`config.mk`:
```
export PLATFORM = sky130hd
export DESIGN_NAME = uart_tx_drain
export DESIGN_NICKNAME = d
export VERILOG_FILES = /design/src/rtl/uart_tx_drain.sv
export SDC_FILE = /design/constraint.sdc
export NUM_CORES = 1
export LEC_CHECK = 0
export CORE_MARGIN = 2
export CORE_UTILIZATION = 45
export CTS_CLUSTER_SIZE = 8
export DETAILED_ROUTE_END_ITERATION = 10
export PLACE_DENSITY = 0.68
export SYNTH_ARGS = -nofsm -noshare
export SYNTH_HDL_FRONTEND = slang
export SYNTH_SLANG_ARGS = --single-unit
```
`constraint.sdc`:
```
create_clock -name clk_i -period 2.25 [get_ports clk_i]
set_clock_uncertainty 0.2 [all_clocks]
set_input_delay 0.3375 -clock clk_i [delete_from_list [all_inputs] [get_ports clk_i]]
set_output_delay 0.3375 -clock clk_i [all_outputs]
set_load 0.02 [all_outputs]
```
`src/rtl/uart_tx_drain.sv`:
```
// UART transmitter draining a byte FIFO: pop, load, then start/data/stop.
// Every output is registered from next-state values, so it lines up with state_q.
module uart_tx_drain #(
    parameter int CLK_DIV   = 139,
    parameter int DATA_BITS = 8,
    parameter int STOP_BITS = 1
) (
    input  logic                 clk_i,
    input  logic                 reset_i,
    input  logic [DATA_BITS-1:0] fifo_data_i,
    input  logic                 fifo_empty_i,
    output logic                 fifo_rd_o,
    input  logic                 cts_n_i,
    output logic                 tx_o,
    output logic                 busy_o,
    output logic                 frame_done_o
);

    localparam int BAUD_W = (CLK_DIV > 1) ? $clog2(CLK_DIV) : 1;
    localparam int BIT_W  = $clog2(DATA_BITS + 1);

    localparam logic [BAUD_W-1:0] BAUD_LAST = BAUD_W'(CLK_DIV - 1);
    localparam logic [BIT_W-1:0]  DATA_LAST = BIT_W'(DATA_BITS - 1);
    localparam logic [BIT_W-1:0]  STOP_LAST = BIT_W'(STOP_BITS - 1);

    typedef enum logic [2:0] {
        IDLE,
        POP,
        LOAD,
        START,
        DATA,
        STOP
    } state_e;

    state_e               state_q, state_d;
    logic [BAUD_W-1:0]    baud_q, baud_d;
    logic [BIT_W-1:0]     bit_q, bit_d;
    logic [DATA_BITS-1:0] shift_q, shift_d;
    logic                 tx_q, tx_d;
    logic                 rd_q, rd_d;
    logic                 busy_q, busy_d;
    logic                 done_q, done_d;
    logic                 bit_end;

    assign bit_end = (baud_q == BAUD_LAST);

    always_ff @(posedge clk_i) begin
        if (reset_i) begin
            state_q <= IDLE;
            baud_q  <= '0;
            bit_q   <= '0;
            shift_q <= '0;
            tx_q    <= 1'b1;
            rd_q    <= 1'b0;
            busy_q  <= 1'b0;
            done_q  <= 1'b0;
        end else begin
            state_q <= state_d;
            baud_q  <= baud_d;
            bit_q   <= bit_d;
            shift_q <= shift_d;
            tx_q    <= tx_d;
            rd_q    <= rd_d;
            busy_q  <= busy_d;
            done_q  <= done_d;
        end
    end

    always_comb begin
        state_d = state_q;
        baud_d  = baud_q;
        bit_d   = bit_q;
        shift_d = shift_q;
        unique case (state_q)
            IDLE: begin
                if (!fifo_empty_i && !cts_n_i) begin
                    state_d = POP;
                end
            end
            POP: begin
                state_d = LOAD;
            end
            LOAD: begin
                state_d = START;
                shift_d = fifo_data_i;
                baud_d  = '0;
                bit_d   = '0;
            end
            START: begin
                if (bit_end) begin
                    state_d = DATA;
                    baud_d  = '0;
                end else begin
                    baud_d = baud_q + 1'b1;
                end
            end
            DATA: begin
                if (bit_end) begin
                    baud_d  = '0;
                    shift_d = shift_q >> 1;
                    if (bit_q == DATA_LAST) begin
                        state_d = STOP;
                        bit_d   = '0;
                    end else begin
                        bit_d = bit_q + 1'b1;
                    end
                end else begin
                    baud_d = baud_q + 1'b1;
                end
            end
            STOP: begin
                if (bit_end) begin
                    baud_d = '0;
                    if (bit_q == STOP_LAST) begin
                        state_d = IDLE;
                        bit_d   = '0;
                    end else begin
                        bit_d = bit_q + 1'b1;
                    end
                end else begin
                    baud_d = baud_q + 1'b1;
                end
            end
            default: begin
                state_d = IDLE;
                baud_d  = '0;
                bit_d   = '0;
            end
        endcase
    end

    // Output registers are loaded from the state being entered.
    always_comb begin
        tx_d   = 1'b1;
        rd_d   = (state_d == POP);
        busy_d = (state_d != IDLE);
        done_d = (state_d == STOP) && (baud_d == BAUD_LAST)
                 && (bit_d == STOP_LAST);
        if (state_d == START) begin
            tx_d = 1'b0;
        end else if (state_d == DATA) begin
            tx_d = shift_d[0];
        end
    end

    assign tx_o         = tx_q;
    assign fifo_rd_o    = rd_q;
    assign busy_o       = busy_q;
    assign frame_done_o = done_q;

endmodule

```
==> run_summary.xml, run 1 <==
<?xml version="1.0" encoding="UTF-8"?>
<metrics>
  <group name="timing">
    <metric name="timing_hold_violations_final" unit="">0</metric>
    <metric name="maxSlewHeadroom" unit="%">67.3</metric>
    <metric name="worstMarginPinSlew" unit="ps">489</metric>
    <metric name="totalNegativeSetupSlack" unit="ps">0</metric>
    <metric name="fin_worst_hold_slack" unit="ps">268</metric>
    <metric name="period_minus_slack" unit="ps">2190</metric>
    <metric name="slew_violations" unit="">0</metric>
    <metric name="final_min_period_over_clock_period" unit="%">97.2</metric>
    <metric name="rsz0062_at_grt" unit="">true</metric>
    <metric name="final_setup_margin" unit="ps">63.1</metric>
    <metric name="peak_freq" unit="MHz">457</metric>
    <metric name="finalSetupViolations" unit="">0</metric>
  </group>
  <group name="place">
    <metric name="worst_setup_slack_before_clock_tree_synthesis" unit="ps">72.5</metric>
    <metric name="routability_congestion_estimate" unit="">0.837</metric>
    <metric name="hpwl" unit="microns">2690</metric>
    <metric name="port-buffer-count" unit="">15</metric>
  </group>
  <group name="route">
    <metric name="first_pass_iters" unit="">4</metric>
    <metric name="drt_drc" unit="">0</metric>
    <metric name="routed_wire_length_per_instance" unit="microns">13.8</metric>
    <metric name="vias" unit="">1435</metric>
    <metric name="post_drt_via_cell_ratio" unit="">5.61</metric>
    <metric name="final_antenna_net_count" unit="">0</metric>
    <metric name="dr.first_iter.drc_count" unit="">67</metric>
    <metric name="postRouteWirelength" unit="microns">3530</metric>
  </group>
  <group name="critical_path">
    <metric name="worst_setup_sp_type" unit="">flop</metric>
    <metric name="crit_slowest_cell" unit="">dfxtp_1</metric>
    <metric name="setup.worst_path.class" unit="">reg -&gt; reg</metric>
    <metric name="worst_path_largest_cell_delay" unit="ps">430</metric>
    <metric name="cp_num_buf_inv" unit="">1</metric>
    <metric name="critPathRequiredTime" unit="ps">2280</metric>
    <metric name="worstPathArrival" unit="ps">2210</metric>
    <metric name="critical_path.max_fanout" unit="">6</metric>
    <metric name="critical_path.top_delay_family" unit="">simple AND/OR/NAND/NOR gates</metric>
    <metric name="critical_path.cell_chain" unit="">inv_1 &gt; ha_1 &gt; nor3b_2 &gt; a21oi_1 &gt; nand3_1 &gt; o31ai_2 &gt; nor4_1 &gt; and4_1</metric>
    <metric name="critical_path.endpoint_type" unit="">flop</metric>
  </group>
  <group name="global_routing">
    <metric name="grt_antenna_before_repair" unit="">0</metric>
    <metric name="grt_start_max_net_pins" unit="">16</metric>
    <metric name="track_usage" unit="%">18.2</metric>
    <metric name="first_global_vias" unit="">1364</metric>
    <metric name="grt_pass1_wl" unit="microns">6040</metric>
    <metric name="grt_overflow" unit="">0</metric>
  </group>
  <group name="synth">
    <metric name="instance_count_of_the_mapped_netlist" unit="">181</metric>
    <metric name="mappedNetlistArea" unit="sq um">1560</metric>
    <metric name="ys_async_sr_fraction" unit="%">0</metric>
    <metric name="yosys_register_bits" unit="">27</metric>
    <metric name="synth_compound_area_share" unit="%">27.6</metric>
    <metric name="synth_largest_type_area_fraction" unit="%">34.6</metric>
    <metric name="multiplexer_fraction_of_the_synthesized_cell_area" unit="%">0.642</metric>
    <metric name="ys.warnings.count" unit="">0</metric>
    <metric name="synth_ff_type" unit="">dfxtp_1</metric>
    <metric name="synth_xor_xnor_area_share" unit="%">1.12</metric>
    <metric name="synth_top_cells_by_area" unit="">dfxtp_1 (35%), nor2_1 (5.1%), a21oi_1 (4.8%)</metric>
    <metric name="synth_cell_type_count" unit="">53</metric>
    <metric name="synth.avg_cell_area" unit="sq um">8.62</metric>
    <metric name="number_of_enable_flip_flop_cells_after_synthesis" unit="">0</metric>
    <metric name="netlist.top_cell.by_area" unit="">dfxtp_1</metric>
    <metric name="synth_simple_gate_area_share" unit="%">28.2</metric>
    <metric name="synth_seq_area_share" unit="%">34.6</metric>
    <metric name="synth_commonest_cells" unit="">dfxtp_1 (27), nor2_1 (21), a21oi_1 (15)</metric>
    <metric name="synth-adder-area-share" unit="%">3.21</metric>
    <metric name="synth_top_family_by_area" unit="">simple AND/OR/NAND/NOR gates</metric>
    <metric name="synthesis.nets" unit="">197</metric>
    <metric name="synthMostInstantiatedCell" unit="">dfxtp_1</metric>
  </group>
  <group name="final_layout">
    <metric name="ant_cells" unit="">0</metric>
    <metric name="nets" unit="">227</metric>
    <metric name="filler_cells" unit="">305</metric>
    <metric name="area_growth" unit="%">22.7</metric>
    <metric name="drive_gt1_share" unit="%">18.6</metric>
    <metric name="postLayoutCoreUtil" unit="%">57.4</metric>
  </group>
  <group name="die">
    <metric name="start_util" unit="%">46.8</metric>
    <metric name="floorplan.rows" unit="">21</metric>
    <metric name="design.die.area" unit="sq um">3950</metric>
    <metric name="floorplan.die.width" unit="microns">62.9</metric>
    <metric name="boundaryPins" unit="">16</metric>
    <metric name="core-area" unit="sq um">3340</metric>
    <metric name="die_height" unit="microns">62.9</metric>
  </group>
  <group name="status">
    <metric name="run_status" unit="">finished clean</metric>
  </group>
  <group name="power_and_ir_drop">
    <metric name="power_per_cell_area" unit="nW/um^2">448</metric>
    <metric name="leakage" unit="nW">0.705</metric>
    <metric name="vdd_ir_drop_max" unit="V">0.000244</metric>
  </group>
  <group name="clock_tree">
    <metric name="clock_sink_count" unit="">27</metric>
    <metric name="cts_setup_buffers" unit="">0</metric>
    <metric name="htree_num_levels" unit="">1</metric>
    <metric name="cts-hold-fix-buffers" unit="">0</metric>
    <metric name="cts.clk_slew.worst_paths" unit="ps">140</metric>
    <metric name="number_of_buffers_inserted_during_clock_tree_synthesis" unit="">3</metric>
    <metric name="cts_root_buffer" unit="">clkbuf_4</metric>
    <metric name="tritoncts" unit="">yes</metric>
    <metric name="insertion_delay" unit="ps">310</metric>
    <metric name="clock_path_buffers" unit="">2</metric>
  </group>
  <group name="job">
    <metric name="timing.max_cap.violations" unit="">0</metric>
  </group>
  <group name="worst_hold_path">
    <metric name="hold_path_class" unit="">reg -&gt; reg</metric>
  </group>
</metrics>
path summary, 6_finish.rpt:
path | from | end | slack [ps] | cells after the start
max reg2reg | bit_q[0]$_SDFF_PP0_ | frame_done_o$_SDFF_PP0_ | 60 | 8
min reg2reg | shift_q[3]$_SDFFE_PP0P_ | shift_q[3]$_SDFFE_PP0P_ | 270 | 2
min | shift_q[3]$_SDFFE_PP0P_ | shift_q[3]$_SDFFE_PP0P_ | 270 | 2
max | bit_q[0]$_SDFF_PP0_ | frame_done_o$_SDFF_PP0_ | 60 | 8
metal layers:
metal	track usage, %	up-vias	part of all wire [%]
li1	-	730	-
met1	23.5	666	47
met2	32.6	33	48
met3	2.52	6	4.1
met4	3.06	0	0.96
met5	0	-	0
logic make-up (layout without fill, tap and decap cells):
logic type,count (synthesis),in the layout
xor gates and xnor gates,2,2
adders and majority gates,4,4
DFF,27,27
muxes,1,1
buffers and inverters,16,45
AOI/OAI and AO/OA,59,59
and+or+nand+nor,72,72
final cells by class:
| cell class | count | area, sq um | share of cell area (%) |
|---|---|---|---|
| clock buffer | 4 | 26.3 | 1.37 |
| sequential | 27 | 541 | 28.2 |
| tap | 46 | 57.6 | 3.01 |
| inverter | 7 | 26.3 | 1.37 |
| multi-input combinational | 138 | 971 | 50.7 |
| timing repair buffer | 34 | 293 | 15.3 |
per-stage QoR:
step / total power [W] / std cells / cell area [sq um]
floorplan: 0.000599 / 181 / 1560
global placement: 0.000661 / 252 / 1870
detailed placement: 0.000662 / 252 / 1870
CTS: 0.000866 / 256 / 1890
global route: 0.000910 / 256 / 1910
finish: 0.000857 / 256 / 1910
cell usage in the layout (no fill, tap or decap), types with 3 or more instances in the layout:
cell type and count:
nand3_1 5, nand2_1 13, a31oi_2 3, a22oi_1 6, nor2b_1 4, buf_4 19
nor4_1 3, nor2_1 21, ha_1 4, inv_1 7, clkbuf_4 3, and3_1 3
a311oi_1 3, a21oi_1 15, clkdlybuf4s50_1 15, dfxtp_1 27, o21ai_0 7
registers in the layout (all words and copies together), names as in the netlist:
signal,cells
baud_q,8
bit_q,4
busy_o,1
fifo_rd_o,1
frame_done_o,1
shift_q,8
state_q,3
tx_o,1
what timing repair did:
item                                    in CTS  in global routing
resized for setup                            0                  5
hold endpoints to repair                     0                  0
endpoints found under the setup margin       0                  3
tightest hold or removal path, cell delays in order, from the launching register on:
cell     delay [ps]
dfxtp_1         330
nand2_1          50
a21oi_1          60
power breakdown:
part           internal, W  switching, W  leakage (nW)
combinational    0.0000723     0.0000748         0.471
clock            0.0000692      0.000134        0.0150
sequential        0.000495     0.0000119         0.219
total             0.000636      0.000221         0.705
Power figures use the tool's default switching activity.
==> run 2: changes to the inputs <==
--- a/config.mk
+++ b/config.mk
@@ -9,7 +9,7 @@
 export CORE_UTILIZATION = 45
 export CTS_CLUSTER_SIZE = 8
 export DETAILED_ROUTE_END_ITERATION = 10
-export PLACE_DENSITY = 0.68
+export PLACE_DENSITY = 0.66
 export SYNTH_ARGS = -nofsm -noshare
 export SYNTH_HDL_FRONTEND = slang
 export SYNTH_SLANG_ARGS = --single-unit
==> constraint.sdc (replaced) <==
create_clock -name clk_i -period 2.1 [get_ports clk_i]
set_clock_uncertainty 0.2 [all_clocks]
set_input_delay 0.315 -clock clk_i [delete_from_list [all_inputs] [get_ports clk_i]]
set_output_delay 0.315 -clock clk_i [all_outputs]
set_load 0.02 [all_outputs]
==> run_summary.xml, run 2 (synthesis gave the netlist of run 1 again) <==
<?xml version="1.0" encoding="UTF-8"?>
<metrics>
  <group name="final_layout">
    <metric name="mostFrequentLayoutCell" unit="">buf_4</metric>
    <metric name="drive_gt1_share" unit="%">33.6</metric>
    <metric name="filler_cells" unit="">278</metric>
    <metric name="nets" unit="">246</metric>
    <metric name="final_design_area_no_fill" unit="sq um">2200</metric>
    <metric name="multi_input_area" unit="sq um">1080</metric>
    <metric name="final_cell_mix" unit="">buf_4 (34), nor2_1 (21), dfxtp_1 (21), clkdlybuf4s50_1 (15), a21oi_1 (14)</metric>
    <metric name="top_flop_regs" unit="">baud_q (8), shift_q (8), bit_q (4)</metric>
    <metric name="ant_cells" unit="">0</metric>
    <metric name="area_growth" unit="%">41.2</metric>
    <metric name="finish.cell_count_without_fillers" unit="">275</metric>
    <metric name="final-seq-area" unit="sq um">553</metric>
  </group>
  <group name="critical_path">
    <metric name="worstSetupPathDepth" unit="">7</metric>
    <metric name="critical_path.endpoint_type" unit="">flop</metric>
    <metric name="reg2reg_from" unit="">state_q[1]$_SDFF_PP0_</metric>
    <metric name="worstReg2RegEnd" unit="">tx_o$_SDFF_PP1_</metric>
    <metric name="worstRegToRegCells" unit="">7</metric>
    <metric name="worstPathArrival" unit="ps">2100</metric>
    <metric name="setup.worst_path.class" unit="">reg -&gt; reg</metric>
    <metric name="worst_path_largest_cell_delay" unit="ps">430</metric>
    <metric name="critical_path.cell_chain" unit="">buf_4 &gt; and2b_1 &gt; o21ai_0 &gt; o221ai_2 &gt; a31oi_2 &gt; buf_4 &gt; o221ai_2</metric>
    <metric name="critical_path.max_fanout" unit="">6</metric>
    <metric name="setup.reg_to_reg.worst_slack" unit="ps">20</metric>
    <metric name="cp-endpoint" unit="">tx_o$_SDFF_PP1_</metric>
    <metric name="start_point_of_the_critical_path" unit="">state_q[1]$_SDFF_PP0_</metric>
    <metric name="cp_num_buf_inv" unit="">2</metric>
    <metric name="worst_setup_sp_type" unit="">flop</metric>
    <metric name="crit_slowest_cell" unit="">dfxtp_1</metric>
    <metric name="critical_path.top_delay_family" unit="">compound AO/OA/AOI/OAI gates</metric>
    <metric name="critPathRequiredTime" unit="ps">2120</metric>
  </group>
  <group name="power_and_ir_drop">
    <metric name="vdd_ir_drop_max" unit="V">0.000196</metric>
    <metric name="power_per_cell_area" unit="nW/um^2">428</metric>
    <metric name="leakage" unit="nW">0.823</metric>
  </group>
  <group name="timing">
    <metric name="slew_violations" unit="">0</metric>
    <metric name="period_minus_slack" unit="ps">2080</metric>
    <metric name="worstMarginPinSlew" unit="ps">521</metric>
    <metric name="timing_hold_violations_final" unit="">0</metric>
    <metric name="maxSlewHeadroom" unit="%">64.4</metric>
    <metric name="final_min_period_over_clock_period" unit="%">99.2</metric>
    <metric name="totalNegativeSetupSlack" unit="ps">0</metric>
    <metric name="rsz0062_at_grt" unit="">true</metric>
    <metric name="fin_worst_hold_slack" unit="ps">266</metric>
    <metric name="peak_freq" unit="MHz">480</metric>
    <metric name="finalSetupViolations" unit="">0</metric>
  </group>
  <group name="clock_tree">
    <metric name="tritoncts" unit="">yes</metric>
    <metric name="cts-hold-fix-buffers" unit="">0</metric>
    <metric name="htree_num_levels" unit="">1</metric>
    <metric name="clock_sink_count" unit="">27</metric>
    <metric name="insertion_delay" unit="ps">320</metric>
    <metric name="cts_root_buffer" unit="">clkbuf_4</metric>
    <metric name="cts.clk_slew.worst_paths" unit="ps">140</metric>
    <metric name="clock_path_buffers" unit="">2</metric>
    <metric name="number_of_buffers_inserted_during_clock_tree_synthesis" unit="">3</metric>
  </group>
  <group name="global_routing">
    <metric name="first_global_vias" unit="">1517</metric>
    <metric name="grt_start_max_net_pins" unit="">20</metric>
    <metric name="grt_antenna_before_repair" unit="">0</metric>
    <metric name="grt_pass1_wl" unit="microns">6710</metric>
    <metric name="grt_overflow" unit="">0</metric>
    <metric name="track_usage" unit="%">20.6</metric>
  </group>
  <group name="job">
    <metric name="timing.max_cap.violations" unit="">0</metric>
  </group>
  <group name="route">
    <metric name="dr.first_iter.drc_count" unit="">92</metric>
    <metric name="final_antenna_net_count" unit="">0</metric>
    <metric name="vias" unit="">1568</metric>
    <metric name="routed_wire_length_per_instance" unit="microns">15.1</metric>
    <metric name="first_pass_iters" unit="">4</metric>
    <metric name="drt_drc" unit="">0</metric>
    <metric name="post_drt_via_cell_ratio" unit="">5.70</metric>
    <metric name="postRouteWirelength" unit="microns">4140</metric>
  </group>
  <group name="worst_hold_path">
    <metric name="hold_path_class" unit="">reg -&gt; reg</metric>
  </group>
  <group name="place">
    <metric name="port-buffer-count" unit="">15</metric>
    <metric name="hpwl" unit="microns">2940</metric>
    <metric name="dpl_cell_area" unit="sq um">1960</metric>
    <metric name="place_inst" unit="">263</metric>
    <metric name="routability_congestion_estimate" unit="">0.838</metric>
  </group>
  <group name="status">
    <metric name="run_status" unit="">finished clean</metric>
  </group>
  <group name="die">
    <metric name="boundaryPins" unit="">16</metric>
    <metric name="floorplan.die.width" unit="microns">62.9</metric>
    <metric name="start_util" unit="%">46.8</metric>
    <metric name="design.die.area" unit="sq um">3950</metric>
    <metric name="core-area" unit="sq um">3340</metric>
    <metric name="floorplan.rows" unit="">21</metric>
    <metric name="die_height" unit="microns">62.9</metric>
  </group>
</metrics>
==> run 2: cell types whose count changed in the layout (fill, tap and decap cells not counted), sizes merged <==
cell,before,now
buf,19,38
==> run 2: how the worst min path moves through the flow <==
stage / start / endpoint / slack (ps) / depth (start not counted)
global placement: shift_q[6]$_SDFFE_PP0P_ / shift_q[6]$_SDFFE_PP0P_ / 250 / 2
global route: shift_q[6]$_SDFFE_PP0P_ / shift_q[6]$_SDFFE_PP0P_ / 300 / 2
floorplan: reset_i / baud_q[7]$_SDFF_PP0_ / 190 / 1
finish: shift_q[6]$_SDFFE_PP0P_ / shift_q[6]$_SDFFE_PP0P_ / 270 / 2
detailed placement: shift_q[6]$_SDFFE_PP0P_ / shift_q[6]$_SDFFE_PP0P_ / 250 / 2
CTS: shift_q[6]$_SDFFE_PP0P_ / shift_q[6]$_SDFFE_PP0P_ / 270 / 2
==> run 2: where the power goes <==
part | switching (W) | leakage, nW | internal [W]
clock | 0.000150 | 0.0150 | 0.0000743
sequential | 0.0000105 | 0.223 | 0.000527
combinational | 0.0000934 | 0.585 | 0.0000877
==> run 2: area by class of cell <==
cell class	instances	area share, %
flip-flops and latches	27	25.1
inverters	7	1.19
clock buffers	4	1.19
well taps	46	2.61
repair buffers	53	20.8
multi-input cells	138	49.1
==> run 2: metrics by stage <==
stage | util (%) | total power, W | setup slack [ps]
floorplan | - | 0.000642 | 12.2
global route | 66.0 | 0.000994 | -90.3
finish | 66.0 | 0.000943 | 16.0
CTS | 60.2 | 0.000943 | 5.20
global placement | 58.8 | 0.000715 | -116
detailed placement | 58.8 | 0.000719 | -231
==> run 2: timing repair <==
item | in CTS | in global routing
pin swaps | 1 | 15
setup endpoints to repair | 2 | 4
gates resized for setup | 7 | 31
setup buffers | 0 | 8
==> run 2: layer usage <==
metal	vias up	wire length, microns	track usage [%]
met3	6	108	3.24
met5	-	0	0
met2	28	2170	37.9
met1	761	1820	24.7
li1	773	-	-
met4	0	48	5.28
==> run 2: worst min-delay path, stage by stage, from the launching register on <==
cell     delay, ps
dfxtp_1        340
nand2_1         50
a21oi_1         50
==> run 3: changes to the inputs <==
--- a/config.mk
+++ b/config.mk
@@ -5,11 +5,13 @@
 export SDC_FILE = /design/constraint.sdc
 export NUM_CORES = 1
 export LEC_CHECK = 0
+export ABC_CLOCK_PERIOD_IN_PS = 2100
 export CORE_MARGIN = 2
 export CORE_UTILIZATION = 45
 export CTS_CLUSTER_SIZE = 8
 export DETAILED_ROUTE_END_ITERATION = 10
 export PLACE_DENSITY = 0.66
+export SLEW_MARGIN = 0
 export SYNTH_ARGS = -nofsm -noshare
 export SYNTH_HDL_FRONTEND = slang
 export SYNTH_SLANG_ARGS = --single-unit
==> results of run 3 <==
Same layout as run 2: the final DEF is identical, and so are final timing and power.
